--- src/rtl/gpio_input_conditioner.sv ---
// Per-channel pad conditioner: 2-flop synchronizer, saturating debounce counter,
// registered edge pulses and sticky, mode-filtered event flags feeding one irq.
module gpio_input_conditioner #(
    parameter int GPIO_WIDTH      = 3,
    parameter int DEBOUNCE_CYCLES = 120000
) (
    input  logic                    clock,
    input  logic                    reset,
    input  logic [GPIO_WIDTH-1:0]   gpio_raw,
    input  logic [2*GPIO_WIDTH-1:0] edge_mode,
    input  logic [GPIO_WIDTH-1:0]   event_clear,
    output logic [GPIO_WIDTH-1:0]   gpio_clean,
    output logic [GPIO_WIDTH-1:0]   gpio_rise,
    output logic [GPIO_WIDTH-1:0]   gpio_fall,
    output logic [GPIO_WIDTH-1:0]   event_pending,
    output logic                    irq
);

    localparam int            CNT_W    = $clog2(DEBOUNCE_CYCLES + 1);
    localparam logic [CNT_W-1:0] CNT_LAST = CNT_W'(DEBOUNCE_CYCLES - 1);

    for (genvar i = 0; i < GPIO_WIDTH; i++) begin : g_ch
        logic             sync1;
        logic             sync2;
        logic [CNT_W-1:0] count;
        logic             clean;
        logic             rise;
        logic             fall;
        logic             pending;
        logic             accept;
        logic             rise_set;
        logic             fall_set;
        logic             event_set;

        // The counter tops out at CNT_LAST, so acceptance happens exactly when the
        // differing level has been seen for DEBOUNCE_CYCLES consecutive edges.
        assign accept    = (sync2 != clean) && (count == CNT_LAST);
        assign rise_set  = accept & sync2;
        assign fall_set  = accept & ~sync2;
        assign event_set = (rise_set & edge_mode[2*i]) | (fall_set & edge_mode[2*i+1]);

        always_ff @(posedge clock or negedge reset) begin
            if (!reset) begin
                sync1   <= 1'b0;
                sync2   <= 1'b0;
                count   <= '0;
                clean   <= 1'b0;
                rise    <= 1'b0;
                fall    <= 1'b0;
                pending <= 1'b0;
            end else begin
                sync1 <= gpio_raw[i];
                sync2 <= sync1;
                if (sync2 == clean) begin
                    count <= '0;
                end else if (accept) begin
                    clean <= sync2;
                    count <= '0;
                end else begin
                    count <= count + 1'b1;
                end
                rise <= rise_set;
                fall <= fall_set;
                // A new event wins over a clear on the same edge.
                pending <= event_set | (pending & ~event_clear[i]);
            end
        end

        assign gpio_clean[i]    = clean;
        assign gpio_rise[i]     = rise;
        assign gpio_fall[i]     = fall;
        assign event_pending[i] = pending;
    end

    assign irq = |event_pending;

endmodule

--- config.mk ---
export PLATFORM = sky130hd
export DESIGN_NAME = gpio_input_conditioner
export DESIGN_NICKNAME = d
export VERILOG_FILES = /design/src/rtl/gpio_input_conditioner.sv
export SDC_FILE = /design/constraint.sdc
export NUM_CORES = 1
export LEC_CHECK = 0
export CAP_MARGIN = 20
export CORE_MARGIN = 10
export CORE_UTILIZATION = 35
export DETAILED_ROUTE_END_ITERATION = 16
export GPL_ROUTABILITY_DRIVEN = 0
export GPL_TIMING_DRIVEN = 0
export HOLD_SLACK_MARGIN = 0.15
export PLACE_DENSITY_LB_ADDON = 0.05
export REMOVE_ABC_BUFFERS = 1
export SYNTH_ARGS = -nofsm -noshare
export SYNTH_HDL_FRONTEND = slang
export SYNTH_SLANG_ARGS = --single-unit
--- constraint.sdc ---
create_clock -name clock -period 2.95 [get_ports clock]
set_clock_uncertainty 0.2 [all_clocks]
set_input_delay 0.4425 -clock clock [delete_from_list [all_inputs] [get_ports clock]]
set_output_delay 0.4425 -clock clock [all_outputs]
set_load 0.03 [all_outputs]
==> impl_results.rst <==
.. list-table::
   :header-rows: 1

   * - Metric
     - Value
   * - DRC violation count after routing
     - 0
   * - Sequential cell area fraction in the yosys report
     - between 50% and 60%
   * - Max Transition Viols Final
     - 0
   * - Share of the synthesized netlist area taken by xor and xnor gates
     - 11.28%
   * - Total core area
     - 0.009240 mm^2
   * - Tcrit/Tclk final
     - 84.77%
   * - Worst EP arrival
     - ~2.5 ns
   * - Number of distinct standard cells referenced by the synthesized netlist
     - 40
   * - Worst-path cell chain
     - ha_1 -> and4_1 -> nand4_1 -> o31ai_4 -> o21ba_1
   * - Area fraction of the dominant cell type after synthesis
     - 51.88%
   * - Critical Path Source Type
     - flip-flop
   * - Final Critical Period
     - 2.501 ns
   * - Part of the power in combinational logic
     - 4.8%
   * - Combinational family with the most area after synthesis
     - simple AND/OR/NAND/NOR gates
   * - Complex-gate fraction of the synthesized area
     - 4.436%
   * - Proportion of register bits with asynchronous set or reset after synthesis
     - 100.0%
   * - CP endpoint kind
     - flip-flop
   * - RSZ-0062 raised after global routing
     - false
   * - Fill cell count
     - 900
   * - Worst path bufs/invs
     - 0
   * - Crit Reg-Reg Startpoint
     - g_ch[0].count[0]
   * - Simple-Gate Fraction of Synth Area
     - 24.17%
   * - Register clock-pin slew on the reported worst setup and hold paths
     - ~0.070 ns
   * - Clock tree buffer depth
     - 2
   * - Number of hold violations in the final report
     - 0
   * - Number of cells on the worst reg-to-reg path
     - 5
   * - Worst min-delay path endpoint
     - g_ch[2].sync2
   * - Share of power burned in the clock network
     - roughly 40%
   * - Worst hold path cell count
     - 0
   * - Number of cells after detailed placement
     - 457
   * - Synth Area per Inst
     - roughly 10 um^2
   * - Most frequent cell after synthesis
     - sky130_fd_sc_hd__dfrtp_1
   * - IO Port Bufs
     - 26
   * - Synthesized cell area
     - 0.003328 mm^2
   * - Cell Count, Final, Fillers Out
     - 474
   * - Switching Share
     - 22.54%
   * - Number of ports placed on the die boundary
     - 27
   * - Biggest fanout along the worst timing path
     - 17
   * - First-pass GRT wire length
     - 11860 um
   * - Ratio of routed vias to standard cells
     - 4.785
   * - Worst path max stage delay
     - approximately 0.73 ns
   * - Multiplexer area fraction after synthesis
     - ~1.7%
   * - Total vias in the final route
     - 2268
   * - Final global-route overflow total
     - 0
   * - Initial core utilization
     - a little over a third
   * - Synth area leader
     - sky130_fd_sc_hd__dfrtp_1
   * - Total internal power
     - 1.366 mW
   * - FF/Latch Area
     - 0.001727 mm^2
   * - Violation count after the first detailed-route iteration
     - 77
   * - Die outline height
     - 117.5 um
   * - Total clock sinks
     - 69
   * - Run status
     - finished clean
   * - Hold wc startpoint
     - g_ch[2].sync1
   * - Power density over cell area
     - 459.4 mW/mm^2
   * - # H-tree levels
     - 3
   * - Antenna violations before repair
     - 0
   * - Clock latency of the later-clocked register in the worst-skew pair
     - 0.33 ns
   * - Synthesis-to-finish area growth
     - 15.34%
   * - DP Wirelength
     - between 4000 and 5000 um
   * - Total power
     - between 1.5 and 2 mW
   * - Cell Rows
     - 35
   * - Wire length reported by the detailed router
     - about 6600 um
   * - Number of detailed-routing iterations run before antenna repair
     - 4
   * - Overall die width
     - 117.5 um
   * - Adder-Cell Fraction of Synth Area
     - 1.128%
   * - Worst relative slew slack
     - 52.58%
   * - Worst-Margin Slew
     - around 0.71 ns
   * - Multi-input gate area in the final layout
     - 0.001423 mm^2
   * - Clock root buffer
     - sky130_fd_sc_hd__clkbuf_8
   * - Number of warnings reported in the yosys synthesis log
     - 0
   * - Nets@finish
     - 358
   * - HP Class
     - reg2reg
   * - Top cell types by occurrence after synthesis
     - sky130_fd_sc_hd__dfrtp_1 (69), sky130_fd_sc_hd__nor2_1 (51), sky130_fd_sc_hd__nand3_1 (24)
   * - Max-cap violations
     - 0
   * - Net Sw Power
     - 0.3975 mW
   * - Routed wirelength normalized by instance count
     - 13.85 um
   * - Post-Synthesis Cells
     - about 320
   * - Post-CTS repair timing setup buffer count
     - 0
   * - Max Clock Freq
     - approximately 0.40 GHz
   * - Fraction of final layout cells with drive strength greater than 1
     - 6.667%
   * - Number of global-route vias before repair
     - roughly 2400
   * - P_leak
     - about 1.6 nW
   * - Synth top area cells
     - sky130_fd_sc_hd__dfrtp_1 (52%), sky130_fd_sc_hd__nor2_1 (5.8%), sky130_fd_sc_hd__xor2_1 (5.5%), sky130_fd_sc_hd__xnor2_1 (5.3%), sky130_fd_sc_hd__nand3_1 (3.6%)
   * - Setup violators final
     - 0
   * - TritonCTS clock tree
     - done
   * - Number of enable flip-flop cells after synthesis
     - 0
   * - Count of antenna-violating nets left after detailed routing
     - 0
   * - Reg2reg setup slack
     - 0.45 ns
   * - Maximum vdd ir drop
     - roughly 0.22 mV
   * - Worst path slowest cell
     - sky130_fd_sc_hd__o31ai_4
   * - Aggregate global-route resource usage
     - 10.22%
   * - Crit path required time
     - 2.98 ns
   * - Sequential Power Share
     - 55.4%
   * - Kind of cell adding the most delay to the critical path
     - compound AO/OA/AOI/OAI gates
   * - Dominant register cell in the synthesized netlist
     - sky130_fd_sc_hd__dfrtp_1
   * - Total clock buffers created by CTS
     - 9
   * - Number of synthesized register bits
     - ~70
   * - Antenna cells
     - 0
   * - Overall die area
     - 0.01381 mm^2
   * - Class of the most critical setup path
     - reg2reg
   * - Reg2reg end
     - g_ch[0].count[16]
   * - Largest net degree at the start of global routing
     - 57
==> what timing repair did <==
action                    CTS  global route
resized for setup           0             0
hold endpoints to repair   70             0
hold buffers                2             0
==> metrics by stage <==
stage	cell area (um^2)	hold slack (ns)	setup slack (ns)	setup TNS [ns]	util, %
floorplan	3194	-0.05309	0.8296	0	-
global placement	3616	0.1331	-1.265	-86.88	39.13
detailed placement	3641	0.1212	0.4120	0	39.40
CTS	3839	0.1523	0.4144	0	41.54
global route	3839	0.1659	0.1911	0	41.54
finish	3839	0.1523	0.4492	0	41.54
==> cells by family after synthesis <==
kind of cell               Yosys count
and+or+nand+nor                    152
DFF                                 69
xor gates and xnor gates            42
buffers and inverters               32
AOI/OAI and AO/OA                   18
muxes                                5
adders and majority gates            3
==> cell type report <==
cell class                 count  area share (%)
clock inverter                 1          0.1304
timing repair buffer          29           7.953
sequential                    69           44.98
multi-input combinational    220           37.06
tap                          129           4.205
clock buffer                  14           4.498
inverter                      12           1.173
==> worst max path at each step <==
stage / startpoint / to / slack, ns / cells past startpoint
after floorplan: g_ch[0].count[0] / g_ch[0].count[16] / 0.83 / 5
after global placement: reset / g_ch[1].count[1] / -1.26 / 1
after detailed placement: g_ch[0].count[0] / g_ch[0].count[16] / 0.41 / 5
after CTS: g_ch[0].count[0] / g_ch[0].count[16] / 0.41 / 5
after global routing: g_ch[0].count[0] / g_ch[0].count[16] / 0.19 / 5
final: g_ch[0].count[0] / g_ch[0].count[16] / 0.45 / 5
==> sequential cells by signal, summed over array words and instances (netlist names) <==
register,cells
g_ch.count,51
g_ch.pending,3
g_ch.fall,3
g_ch.clean,3
g_ch.rise,3
g_ch.sync1,3
g_ch.sync2,3
==> power groups by stage <==
| stage | clock [mW] | sequential [mW] | combinational [mW] |
|---|---|---|---|
| 6_report | 0.702 | 0.977 | 0.0842 |
| 5_1_grt | 0.786 | 0.980 | 0.0968 |
| 4_1_cts | 0.736 | 0.977 | 0.0877 |
| 3_5_place_dp | 0 | 0.995 | 0.0853 |
| 3_3_place_gp | 0 | 0.996 | 0.0812 |
| 2_1_floorplan | 0 | 0.991 | 0.0342 |
==> per-layer routing <==
layer  GRT usage, %  vias up  wire length [um]
met5              0        -                 0
li1               -     1144                 -
met4          3.246        0                55
met3          3.453        4               189
met2          15.49       28              2933
met1          13.36     1092              3387
==> cells in the final DEF (no fill, tap or decap), types with 3 or more instances in the layout <==
cell,count
sky130_fd_sc_hd__dfrtp_1,69
sky130_fd_sc_hd__nor2_1,51
sky130_fd_sc_hd__clkdlybuf4s50_1,25
sky130_fd_sc_hd__nand3_1,24
sky130_fd_sc_hd__xor2_1,21
sky130_fd_sc_hd__xnor2_1,20
sky130_fd_sc_hd__nand2_1,14
sky130_fd_sc_hd__nand4_1,14
sky130_fd_sc_hd__nor4_1,13
sky130_fd_sc_hd__inv_1,12
sky130_fd_sc_hd__clkbuf_8,12
sky130_fd_sc_hd__and4_1,7
sky130_fd_sc_hd__and2_1,6
sky130_fd_sc_hd__nor3_1,6
sky130_fd_sc_hd__a21oi_1,5
sky130_fd_sc_hd__or3_1,4
sky130_fd_sc_hd__and3_1,3
sky130_fd_sc_hd__or4_1,3
sky130_fd_sc_hd__ha_1,3
Note: power is estimated with default switching activity, not from simulation.
